### config.mk
export PLATFORM = sky130hd
export DESIGN_NAME = mips_multicycle_ctrl_flat
export DESIGN_NICKNAME = d
export VERILOG_FILES = /design/src/rtl/mips_multicycle_ctrl_pkg.sv /design/src/rtl/mips_multicycle_ctrl_if.sv /design/src/rtl/mips_multicycle_ctrl_wait_timer.sv /design/src/rtl/mips_multicycle_ctrl.sv /design/src/flat_wrapper.sv
export SDC_FILE = /design/constraint.sdc
export NUM_CORES = 1
export LEC_CHECK = 0
export BUFFER_PORTS_ARGS = -buffer_cell sky130_fd_sc_hd__buf_2
export CAP_MARGIN = 20
export CORE_ASPECT_RATIO = 0.6
export CORE_MARGIN = 4
export CORE_UTILIZATION = 47
export CTS_BUF_LIST = sky130_fd_sc_hd__clkbuf_8
export DETAILED_ROUTE_END_ITERATION = 8
export GPL_ROUTABILITY_DRIVEN = 0
export GPL_TIMING_DRIVEN = 0
export PLACE_DENSITY_LB_ADDON = 0.05
export SYNTH_ARGS = -nofsm -noshare
export SYNTH_HDL_FRONTEND = slang
export SYNTH_SLANG_ARGS = --single-unit
### constraint.sdc
create_clock -name clk -period 2.15 [get_ports clk]
set_input_delay 0.1075 -clock clk [delete_from_list [all_inputs] [get_ports clk]]
set_output_delay 0.1075 -clock clk [all_outputs]
set_load 0.03 [all_outputs]
### src/rtl/mips_multicycle_ctrl_pkg.sv
// Shared encodings for the multi-cycle MIPS controller: opcodes, mux selects,
// FSM states and the bundled control word.
package mips_pkg;

  localparam logic [5:0] OP_RTYPE = 6'h00;
  localparam logic [5:0] OP_J     = 6'h02;
  localparam logic [5:0] OP_BEQ   = 6'h04;
  localparam logic [5:0] OP_ADDI  = 6'h08;
  localparam logic [5:0] OP_LW    = 6'h23;
  localparam logic [5:0] OP_SW    = 6'h2B;

  localparam logic [1:0] ALUOP_ADD   = 2'b00;
  localparam logic [1:0] ALUOP_SUB   = 2'b01;
  localparam logic [1:0] ALUOP_FUNCT = 2'b10;

  localparam logic [1:0] SRCB_RT      = 2'b00;
  localparam logic [1:0] SRCB_FOUR    = 2'b01;
  localparam logic [1:0] SRCB_SEXT    = 2'b10;
  localparam logic [1:0] SRCB_SEXT_SH = 2'b11;

  localparam logic [1:0] PCSRC_ALU    = 2'b00;
  localparam logic [1:0] PCSRC_ALUOUT = 2'b01;
  localparam logic [1:0] PCSRC_JUMP   = 2'b10;

  typedef enum logic [3:0] {
    S_FETCH, S_DECODE, S_MEMADR, S_MEMRD, S_MEMWB, S_MEMWR, S_RTYPE,
    S_RTWB, S_BRANCH, S_JUMP, S_ADDIEX, S_ADDIWB, S_TRAP
  } state_e;

  typedef struct packed {
    logic       pc_write;
    logic       pc_write_cond;
    logic       iord;
    logic       mem_read;
    logic       mem_write;
    logic       ir_write;
    logic       mem_to_reg;
    logic       reg_dst;
    logic       reg_write;
    logic       alu_src_a;
    logic [1:0] alu_src_b;
    logic [1:0] alu_op;
    logic [1:0] pc_source;
  } ctrl_t;

endpackage

### src/rtl/mips_multicycle_ctrl_if.sv
// Controller <-> datapath/memory bundle. master = controller, slave = datapath side.
interface mips_multicycle_ctrl_if #(
  parameter int OPW  = 6,
  parameter int CNTW = 32
);
  logic            run;
  logic [OPW-1:0]  opcode;
  logic            zero;
  logic            mem_ready;

  logic            PCWrite;
  logic            PCWriteCond;
  logic            IorD;
  logic            MemRead;
  logic            MemWrite;
  logic            IRWrite;
  logic            MemtoReg;
  logic            RegDst;
  logic            RegWrite;
  logic            ALUSrcA;
  logic [1:0]      ALUSrcB;
  logic [1:0]      ALUOp;
  logic [1:0]      PCSource;
  logic            trap;
  logic [CNTW-1:0] retired;

  modport master (
    input  run, opcode, zero, mem_ready,
    output PCWrite, PCWriteCond, IorD, MemRead, MemWrite, IRWrite, MemtoReg,
           RegDst, RegWrite, ALUSrcA, ALUSrcB, ALUOp, PCSource, trap, retired
  );

  modport slave (
    output run, opcode, zero, mem_ready,
    input  PCWrite, PCWriteCond, IorD, MemRead, MemWrite, IRWrite, MemtoReg,
           RegDst, RegWrite, ALUSrcA, ALUSrcB, ALUOp, PCSource, trap, retired
  );
endinterface

### src/rtl/mips_multicycle_ctrl_wait_timer.sv
// Memory wait counter: counts stalled request cycles and flags a timeout on the
// last permitted stall cycle. MEM_TMO = 0 disables the timeout.
module mips_mem_wait_timer #(
  parameter int MEM_TMO = 16
) (
  input  logic clk,
  input  logic reset,
  input  logic req_i,
  input  logic ready_i,
  output logic timeout_o
);
  localparam int CW = (MEM_TMO > 1) ? $clog2(MEM_TMO) : 1;
  localparam logic [CW-1:0] CMAX = (MEM_TMO == 0) ? {CW{1'b1}} : CW'(MEM_TMO - 1);

  logic [CW-1:0] cnt_q, cnt_d;

  // Any non-stalled cycle clears, so every memory state is entered with a fresh count.
  always_comb begin
    cnt_d = '0;
    if (req_i && !ready_i && cnt_q != CMAX) cnt_d = cnt_q + 1'b1;
    else if (req_i && !ready_i)             cnt_d = cnt_q;
  end

  always_ff @(posedge clk) begin
    if (!reset) cnt_q <= '0;
    else        cnt_q <= cnt_d;
  end

  assign timeout_o = (MEM_TMO != 0) && req_i && !ready_i && (cnt_q == CMAX);
endmodule

### src/rtl/mips_multicycle_ctrl.sv
// Multi-cycle MIPS control FSM: sequences fetch/decode/execute/memory/writeback,
// stalls on mem_ready, traps on illegal opcode or bus timeout, counts retirements.
module mips_multicycle_ctrl
  import mips_pkg::*;
#(
  parameter int OPW      = 6,
  parameter int CNTW     = 32,
  parameter int MEM_TMO  = 16,
  parameter int HAS_ADDI = 1
) (
  input logic                   clk,
  input logic                   reset,
  mips_multicycle_ctrl_if.master bus
);

  state_e          state_q, state_d;
  logic            trap_q, trap_d;
  logic [CNTW-1:0] ret_q, ret_d;
  logic            retire, mem_req, tmo;
  ctrl_t           ctl;

  function automatic logic is_op(input logic [OPW-1:0] op, input logic [5:0] code);
    return op == OPW'(code);
  endfunction

  assign mem_req = ctl.mem_read | ctl.mem_write;

  mips_mem_wait_timer #(.MEM_TMO(MEM_TMO)) u_wait (
    .clk      (clk),
    .reset    (reset),
    .req_i    (mem_req),
    .ready_i  (bus.mem_ready),
    .timeout_o(tmo)
  );

  always_ff @(posedge clk) begin
    if (!reset) begin
      state_q <= S_FETCH;
      trap_q  <= 1'b0;
      ret_q   <= '0;
    end else begin
      state_q <= state_d;
      trap_q  <= trap_d;
      ret_q   <= ret_d;
    end
  end

  always_comb begin
    state_d = state_q;
    retire  = 1'b0;
    unique case (state_q)
      S_FETCH: begin
        if (bus.run) begin
          if (bus.mem_ready) state_d = S_DECODE;
          else if (tmo)      state_d = S_TRAP;
        end
      end
      S_DECODE: begin
        if (is_op(bus.opcode, OP_LW) || is_op(bus.opcode, OP_SW)) state_d = S_MEMADR;
        else if (is_op(bus.opcode, OP_RTYPE))                     state_d = S_RTYPE;
        else if (is_op(bus.opcode, OP_BEQ))                       state_d = S_BRANCH;
        else if (is_op(bus.opcode, OP_J))                         state_d = S_JUMP;
        else if (HAS_ADDI != 0 && is_op(bus.opcode, OP_ADDI))     state_d = S_ADDIEX;
        else                                                      state_d = S_TRAP;
      end
      S_MEMADR: state_d = is_op(bus.opcode, OP_LW) ? S_MEMRD : S_MEMWR;
      S_MEMRD: begin
        if (bus.mem_ready) state_d = S_MEMWB;
        else if (tmo)      state_d = S_TRAP;
      end
      S_MEMWR: begin
        if (bus.mem_ready) begin
          state_d = S_FETCH;
          retire  = 1'b1;
        end else if (tmo) begin
          state_d = S_TRAP;
        end
      end
      S_RTYPE:  state_d = S_RTWB;
      S_ADDIEX: state_d = S_ADDIWB;
      S_MEMWB, S_RTWB, S_BRANCH, S_JUMP, S_ADDIWB: begin
        state_d = S_FETCH;
        retire  = 1'b1;
      end
      S_TRAP:   state_d = S_TRAP;
      default:  state_d = S_TRAP;
    endcase
  end

  assign trap_d = trap_q | (state_d == S_TRAP);
  assign ret_d  = retire ? ret_q + 1'b1 : ret_q;

  // Strobes are forced low while reset is held, independent of the stored state.
  always_comb begin
    ctl = '0;
    if (reset) begin
      unique case (state_q)
        S_FETCH: begin
          if (bus.run) begin
            ctl.mem_read  = 1'b1;
            ctl.alu_src_b = SRCB_FOUR;
            ctl.alu_op    = ALUOP_ADD;
            ctl.pc_source = PCSRC_ALU;
            ctl.ir_write  = bus.mem_ready;
            ctl.pc_write  = bus.mem_ready;
          end
        end
        S_DECODE: ctl.alu_src_b = SRCB_SEXT_SH;
        S_MEMADR, S_ADDIEX: begin
          ctl.alu_src_a = 1'b1;
          ctl.alu_src_b = SRCB_SEXT;
          ctl.alu_op    = ALUOP_ADD;
        end
        S_MEMRD: begin
          ctl.mem_read = 1'b1;
          ctl.iord     = 1'b1;
        end
        S_MEMWB: begin
          ctl.reg_write  = 1'b1;
          ctl.mem_to_reg = 1'b1;
        end
        S_MEMWR: begin
          ctl.mem_write = 1'b1;
          ctl.iord      = 1'b1;
        end
        S_RTYPE: begin
          ctl.alu_src_a = 1'b1;
          ctl.alu_src_b = SRCB_RT;
          ctl.alu_op    = ALUOP_FUNCT;
        end
        S_RTWB: begin
          ctl.reg_write = 1'b1;
          ctl.reg_dst   = 1'b1;
        end
        S_BRANCH: begin
          ctl.alu_src_a     = 1'b1;
          ctl.alu_src_b     = SRCB_RT;
          ctl.alu_op        = ALUOP_SUB;
          ctl.pc_write_cond = 1'b1;
          ctl.pc_source     = PCSRC_ALUOUT;
        end
        S_JUMP: begin
          ctl.pc_write  = 1'b1;
          ctl.pc_source = PCSRC_JUMP;
        end
        S_ADDIWB: ctl.reg_write = 1'b1;
        default:  ctl = '0;
      endcase
    end
  end

  assign bus.PCWrite     = ctl.pc_write;
  assign bus.PCWriteCond = ctl.pc_write_cond;
  assign bus.IorD        = ctl.iord;
  assign bus.MemRead     = ctl.mem_read;
  assign bus.MemWrite    = ctl.mem_write;
  assign bus.IRWrite     = ctl.ir_write;
  assign bus.MemtoReg    = ctl.mem_to_reg;
  assign bus.RegDst      = ctl.reg_dst;
  assign bus.RegWrite    = ctl.reg_write;
  assign bus.ALUSrcA     = ctl.alu_src_a;
  assign bus.ALUSrcB     = ctl.alu_src_b;
  assign bus.ALUOp       = ctl.alu_op;
  assign bus.PCSource    = ctl.pc_source;
  assign bus.trap        = trap_q;
  assign bus.retired     = ret_q;

endmodule
### src/flat_wrapper.sv
// flat-port wrapper written by rule: the top's interface ports become plain ports
module mips_multicycle_ctrl_flat import mips_pkg::*;
#(
  parameter int OPW      = 6,
  parameter int CNTW     = 32,
  parameter int MEM_TMO  = 16,
  parameter int HAS_ADDI = 1
)
  (clk, reset, bus_run, bus_opcode, bus_zero, bus_mem_ready, bus_PCWrite, bus_PCWriteCond, bus_IorD, bus_MemRead, bus_MemWrite, bus_IRWrite, bus_MemtoReg, bus_RegDst, bus_RegWrite, bus_ALUSrcA, bus_ALUSrcB, bus_ALUOp, bus_PCSource, bus_trap, bus_retired);
  mips_multicycle_ctrl_if #(.OPW(OPW), .CNTW(CNTW)) bus_i ();
  input logic clk;
  input logic reset;
  input wire logic [$bits(bus_i.run)-1:0] bus_run;
  input wire logic [$bits(bus_i.opcode)-1:0] bus_opcode;
  input wire logic [$bits(bus_i.zero)-1:0] bus_zero;
  input wire logic [$bits(bus_i.mem_ready)-1:0] bus_mem_ready;
  output wire logic [$bits(bus_i.PCWrite)-1:0] bus_PCWrite;
  output wire logic [$bits(bus_i.PCWriteCond)-1:0] bus_PCWriteCond;
  output wire logic [$bits(bus_i.IorD)-1:0] bus_IorD;
  output wire logic [$bits(bus_i.MemRead)-1:0] bus_MemRead;
  output wire logic [$bits(bus_i.MemWrite)-1:0] bus_MemWrite;
  output wire logic [$bits(bus_i.IRWrite)-1:0] bus_IRWrite;
  output wire logic [$bits(bus_i.MemtoReg)-1:0] bus_MemtoReg;
  output wire logic [$bits(bus_i.RegDst)-1:0] bus_RegDst;
  output wire logic [$bits(bus_i.RegWrite)-1:0] bus_RegWrite;
  output wire logic [$bits(bus_i.ALUSrcA)-1:0] bus_ALUSrcA;
  output wire logic [$bits(bus_i.ALUSrcB)-1:0] bus_ALUSrcB;
  output wire logic [$bits(bus_i.ALUOp)-1:0] bus_ALUOp;
  output wire logic [$bits(bus_i.PCSource)-1:0] bus_PCSource;
  output wire logic [$bits(bus_i.trap)-1:0] bus_trap;
  output wire logic [$bits(bus_i.retired)-1:0] bus_retired;
  assign bus_i.run = bus_run;
  assign bus_i.opcode = bus_opcode;
  assign bus_i.zero = bus_zero;
  assign bus_i.mem_ready = bus_mem_ready;
  assign bus_PCWrite = bus_i.PCWrite;
  assign bus_PCWriteCond = bus_i.PCWriteCond;
  assign bus_IorD = bus_i.IorD;
  assign bus_MemRead = bus_i.MemRead;
  assign bus_MemWrite = bus_i.MemWrite;
  assign bus_IRWrite = bus_i.IRWrite;
  assign bus_MemtoReg = bus_i.MemtoReg;
  assign bus_RegDst = bus_i.RegDst;
  assign bus_RegWrite = bus_i.RegWrite;
  assign bus_ALUSrcA = bus_i.ALUSrcA;
  assign bus_ALUSrcB = bus_i.ALUSrcB;
  assign bus_ALUOp = bus_i.ALUOp;
  assign bus_PCSource = bus_i.PCSource;
  assign bus_trap = bus_i.trap;
  assign bus_retired = bus_i.retired;
  mips_multicycle_ctrl #(.OPW(OPW), .CNTW(CNTW), .MEM_TMO(MEM_TMO), .HAS_ADDI(HAS_ADDI)) u_core (.clk(clk), .reset(reset), .bus(bus_i));
endmodule
==> flow_summary.toml, run 1 <==
[outcome]
status = "completed"

[power_and_ir_drop]
powerDensity_nw_per_um2 = 499
p_seq_frac = 0.526
p_int_mw = 1.07
p_clk_frac = 0.368
p_total_mw = 1.46
p_sw_mw = 0.391
power_frac_comb = 0.106
ir_worst_vdd_v = 0.000351
swShare = 0.267
power_leakage_nw = 1.17

[place]
place_hpwl_mm = 5.17
post_dp_cell_area_sq_um = 2830
post-place-cells = 437
io_buffers = 57
pre_cts_ws_ns = 0.251

[clock_tree]
hold_buffers = 0
clk_pin_slew_ns = 0.08
cts_buffer_depth = 2
cts_setup_buffers = 0
root_buffer = "clkbuf_8"
cts-buffers-inserted = 5
cts_tree = "done"
clock-sinks = 41
cts_resized = 0
htreeDepth = 2
clk_latency_ns = 0.30

[sta]
clock_skew_ns = 0.00586
relSlewSlack = 0.631
hold_viol = 0
timing.hold.ws_ns = 0.251
worst_pin_slew_ns = 0.554
grt_setup_unrepaired = "yes"
finalCriticalPeriod_ns = 2.01
tns_ns = 0
fmax_ghz = 0.497
min_period_over_period = 0.935
drv_slew = 0
fin_ws_ns = 0.139
finalSetupViolations = 0

[synthesis]
yosysMostFrequentCell = "dfxtp_1"
ys_async_sr_fraction = 0
synth.avg_cell_area_sq_um = 7.82
yosys_most_used_dff = "dfxtp_1"
synth_fp_nets = 327
synth_area_leaders = "dfxtp_1 33%, nor2_1 6.0%, xnor2_1 5.4%"
yosys.area.top_type = "dfxtp_1"
netlist.area_leader.share = 0.334
synth_warnings = 0
ys_seq_elements = 41
synth_edf_count = 0
netlist_area_sq_um = 2450
ys_seq_area_frac = 0.334
synth.distinct_cells = 53
synth_cells = 314
netlist_top_cells_count = "41 x dfxtp_1, 39 x nor2_1, 27 x nand2_1"

[die]
design.core.area_sq_um = 5050
pin_count = 60
fp.dieH_um = 64.0
die_x_um = 101
die-area_sq_um = 6480
rows = 20
start_util = 0.486

[drt]
firstDrtPassIters = 4
routed_wl_mm = 6.81
drtIter0Drc = 130
num_vias = 2538
final_antenna_net_count = 0
via_per_inst = 5.70
post_drt_wl_per_cell_um = 15.3
drc = 0

[hold_path]
min_path_cells = 3
hold_path_class = "input port to flip-flop"

[cells_and_area]
drive_gt1_frac = 0.243
syn2layout_area_growth_pct = 19.5
multi_input_area_sq_um = 1510
register_area_sq_um = 821
layoutNonFillerInstCount = 445
fin_area_sq_um = 2930
nFillCells = 490
fin_util = 0.580
fin_nets = 391
n_antenna_cell = 0

[global_routing]
grt_pass1_vias = 2144
grt_usage = 0.218
grt_max_degree = 14
overflow = 0
grt_pass1_wl_mm = 11.2
antenna_found_initial = 0

[flow_run]
maxCapViolCount = 0

[critical_path]
path_class = "flip-flop to output pin"
cp.required_ns = 2.04
crit_fanout = 10
startpoint_type = "flip-flop"
end_kind = "output pin"
reg2reg_depth = 6
crit_chain = "clkbuf_4 > nor2_1 > nand2_1 > nor4_2 > or2_2 > buf_2"
worstPathArrival_ns = 1.90
slowest_delay_ns = 0.35
slowest_stage = "dfxtp_1"
==> final cells by class <==
| class | count | share of cell area |
|---|---|---|
| multi-input combinational | 246 | 0.516 |
| sequential | 41 | 0.280 |
| timing repair buffer | 57 | 0.0973 |
| buffer | 18 | 0.0341 |
| clock buffer | 6 | 0.0282 |
| tap | 66 | 0.0282 |
| inverter | 9 | 0.0115 |
| clock inverter | 2 | 0.00469 |
==> flip-flops by register name, indices dropped and copies added, names as in the netlist <==
register             count
u_core.bus.retired      32
u_core.bus.trap          1
u_core.u_wait.cnt_q      4
u_core.state_q           4
==> worst paths after layout <==
path	startpoint	to	slack, ns
worst max-delay path	u_core.state_q[3]$_SDFF_PN0_	bus_PCWrite	0.14
worst min-delay path	reset	u_core.bus.trap$_SDFF_PN0_	0.25
worst max register to register	u_core.state_q[1]$_SDFF_PN0_	u_core.bus.trap$_SDFF_PN0_	0.16
worst min register to register	u_core.bus.trap$_SDFF_PN0_	u_core.bus.trap$_SDFF_PN0_	0.48
==> critical path, delay by kind of cell (launching register included) <==
kind,cells,cell delay [ns]
simple gates,4,0.86
flops,1,0.35
buf+inv,2,0.39
==> power by group through the flow <==
stage / Combinational (mW) / Clock, mW / Sequential (mW)
floorplan: 0.0994 / 0 / 0.790
global placement: 0.150 / 0 / 0.787
detailed placement: 0.152 / 0 / 0.788
CTS: 0.153 / 0.556 / 0.770
global route: 0.170 / 0.593 / 0.771
finish: 0.155 / 0.539 / 0.770
==> per-layer routing <==
metal	routed length [um]	vias to the layer above	track usage
li1	-	1267	-
met1	3570	1171	0.358
met2	2580	95	0.270
met3	617	5	0.0513
met4	46	0	0.0547
met5	0	-	0
==> layout by cell type (no fill, tap or decap), types with 3 or more instances in the layout <==
| cell type | n |
|---|---|
| buf_2 | 63 |
| dfxtp_1 | 41 |
| nor2_1 | 38 |
| nand2_1 | 27 |
| nor3_1 | 18 |
| nand3_1 | 16 |
| a21oi_1 | 16 |
| xnor2_1 | 15 |
| nor4_1 | 11 |
| o21ai_0 | 11 |
| or3_1 | 10 |
| inv_1 | 8 |
| nand4_1 | 8 |
| clkbuf_8 | 6 |
| clkbuf_1 | 5 |
| o21a_1 | 5 |
| a211oi_1 | 5 |
| nand2b_1 | 4 |
| xor2_1 | 4 |
| and2_1 | 4 |
| nor3b_1 | 4 |
| and3_1 | 4 |
| and4_1 | 4 |
| buf_4 | 3 |
| a21o_1 | 3 |
==> cells by family (layout without fill, tap and decap cells) <==
kind of cell	after synthesis	in the layout	share of synthesized area
buffers and inverters	27	92	0.0525
xor gates and xnor gates	19	19	0.0678
muxes	2	2	0.00816
AOI/OAI and AO/OA	55	55	0.152
and+or+nand+nor	168	168	0.375
adders and majority gates	2	2	0.0102
DFF	41	41	0.334
Note: power is estimated with default switching activity, not from simulation.
==> run 2, diff against run 1 <==
--- a/config.mk
+++ b/config.mk
@@ -15,6 +15,7 @@
 export GPL_ROUTABILITY_DRIVEN = 0
 export GPL_TIMING_DRIVEN = 0
 export PLACE_DENSITY_LB_ADDON = 0.05
+export REMOVE_ABC_BUFFERS = 1
 export SYNTH_ARGS = -nofsm -noshare
 export SYNTH_HDL_FRONTEND = slang
 export SYNTH_SLANG_ARGS = --single-unit
==> flow_summary.toml, run 2 (synthesis gave the netlist of run 1 again) <==
[die]
start_util = 0.486
fp.dieH_um = 64.0
pin_count = 60
die_x_um = 101
design.core.area_sq_um = 5050
rows = 20
die-area_sq_um = 6480

[global_routing]
grt_pass1_vias = 2121
grt_usage = 0.194
use_met2 = 0.253
overflow = 0
met3_usage = 0.0425
grt_pass1_wl_mm = 10.2
grt_max_degree = 37
grt_busiest_layer = "met1"
antenna_found_initial = 0
met1_usage = 0.316

[critical_path]
startpoint_type = "flip-flop"
reg2reg_depth = 5
worstPathArrival_ns = 2.25
cp.required_ns = 2.37
end_kind = "flip-flop"
startpoint = "u_core.state_q[0]$_SDFF_PN0_"
cp-endpoint = "u_core.bus.retired[23]$_SDFFE_PN0P_"
ff2ff_setup_slack_ns = 0.12
path_class = "flip-flop to flip-flop"
crit_fanout = 18
rr_startpoint = "u_core.state_q[0]$_SDFF_PN0_"
r2r_end = "u_core.bus.retired[23]$_SDFFE_PN0P_"

[cells_and_area]
largest_reg_flops = 32
fin_nets = 374
most-common-layout-cells = "58 x buf_2, 38 x nor2_1, 37 x dfxtp_1"
n_antenna_cell = 0
syn2layout_area_growth_pct = 16.4
layout.cells.most_common = "buf_2"
drive_gt1_frac = 0.238

[clock_tree]
root_buffer = "clkbuf_8"
clk_pin_slew_ns = 0.08
clk_latency_ns = 0.29
cts-buffers-inserted = 5
clock-sinks = 41
htreeDepth = 2
cts_setup_buffers = 0
cts_resized = 5
cts_buffer_depth = 2
hold_buffers = 0
cts_tree = "done"

[hold_path]
hold_path_class = "input port to flip-flop"

[drt]
post_drt_wl_per_cell_um = 14.3
firstDrtPassIters = 4
num_vias = 2392
routed_wl_mm = 6.14
drtIter0Drc = 131
via_per_inst = 5.59
drc = 0
final_antenna_net_count = 0

[power_and_ir_drop]
p_int_mw = 1.07
p_sw_mw = 0.376
p_total_mw = 1.44
powerDensity_nw_per_um2 = 505
power_leakage_nw = 1.11
power_frac_comb = 0.092
p_seq_frac = 0.540
swShare = 0.261
ir_worst_vdd_v = 0.000311
p_clk_frac = 0.368

[sta]
hold_viol = 0
finalSetupViolations = 0
fmax_ghz = 0.493
finalCriticalPeriod_ns = 2.03
tns_ns = 0
grt_setup_unrepaired = "no"
clock_skew_ns = 0.00560
worst_pin_slew_ns = 0.520
relSlewSlack = 0.653
min_period_over_period = 0.944
drv_slew = 0

[place]
io_buffers = 58
place_hpwl_mm = 4.56

[outcome]
status = "completed"

[flow_run]
maxCapViolCount = 0
==> run 2: cell types whose count changed in the layout (fill, tap and decap cells not counted), moves of 2 or more <==
cell	previous run	this run
buf_4	3	0
clkbuf_1	5	0
dfxtp_4	0	2
dfxtp_2	0	2
buf_2	63	58
dfxtp_1	41	37
clkbuf_2	2	0
==> run 2: per-layer routing <==
layer / up-vias / part of all wire
met4: 0 / 0.0041
met3: 2 / 0.068
met2: 79 / 0.38
li1: 1230 / -
met1: 1081 / 0.55
met5: - / 0
==> run 2: through the flow <==
step                hold slack [ns]  cells  setup slack (ns)  utilization  area (sq um)
floorplan                     0.225    296            -0.139            -          2360
global placement              0.461    420            -0.522        0.541          2730
detailed placement            0.467    420            -0.477        0.541          2730
CTS                           0.181    428          0.000485        0.562          2840
global route                  0.198    428            0.0101        0.565          2860
finish                        0.191    428             0.121        0.565          2860
==> run 2: critical path: stages (launching register included) <==
cell and delay (ns):
dfxtp_4 0.46, nand2b_2 0.22, nand3_2 0.23, or4_1 0.69, nor3_2 0.18, mux2i_1 0.18
==> run 2: final cells by class <==
| class | instances | area (sq um) |
|---|---|---|
| Multi-Input combinational cell | 246 | 1520 |
| Tap cell | 66 | 82.6 |
| Clock buffer | 6 | 82.6 |
| Clock inverter | 2 | 13.8 |
| Timing Repair Buffer | 58 | 290 |
| Inverter | 9 | 35.0 |
| Sequential cell | 41 | 831 |
| Fill cell | 499 | 2200 |
==> run 2: worst min-delay path by stage <==
stage,to,startpoint,depth (start not counted)
2_1_floorplan,u_core.state_q[3]$_SDFF_PN0_,reset,1
3_3_place_gp,u_core.bus.trap$_SDFF_PN0_,u_core.bus.trap$_SDFF_PN0_,2
3_5_place_dp,u_core.bus.trap$_SDFF_PN0_,u_core.bus.trap$_SDFF_PN0_,2
4_1_cts,u_core.state_q[1]$_SDFF_PN0_,reset,2
5_1_grt,u_core.bus.retired[25]$_SDFFE_PN0P_,reset,2
6_report,u_core.state_q[3]$_SDFF_PN0_,reset,2
==> run 2: power by group through the flow <==
stage | sequential [mW] | combinational [mW] | clock [mW]
after floorplan | 0.797 | 0.0809 | 0
after global placement | 0.797 | 0.130 | 0
after detailed placement | 0.797 | 0.130 | 0
after CTS | 0.779 | 0.131 | 0.555
after global routing | 0.781 | 0.147 | 0.585
final | 0.779 | 0.133 | 0.531
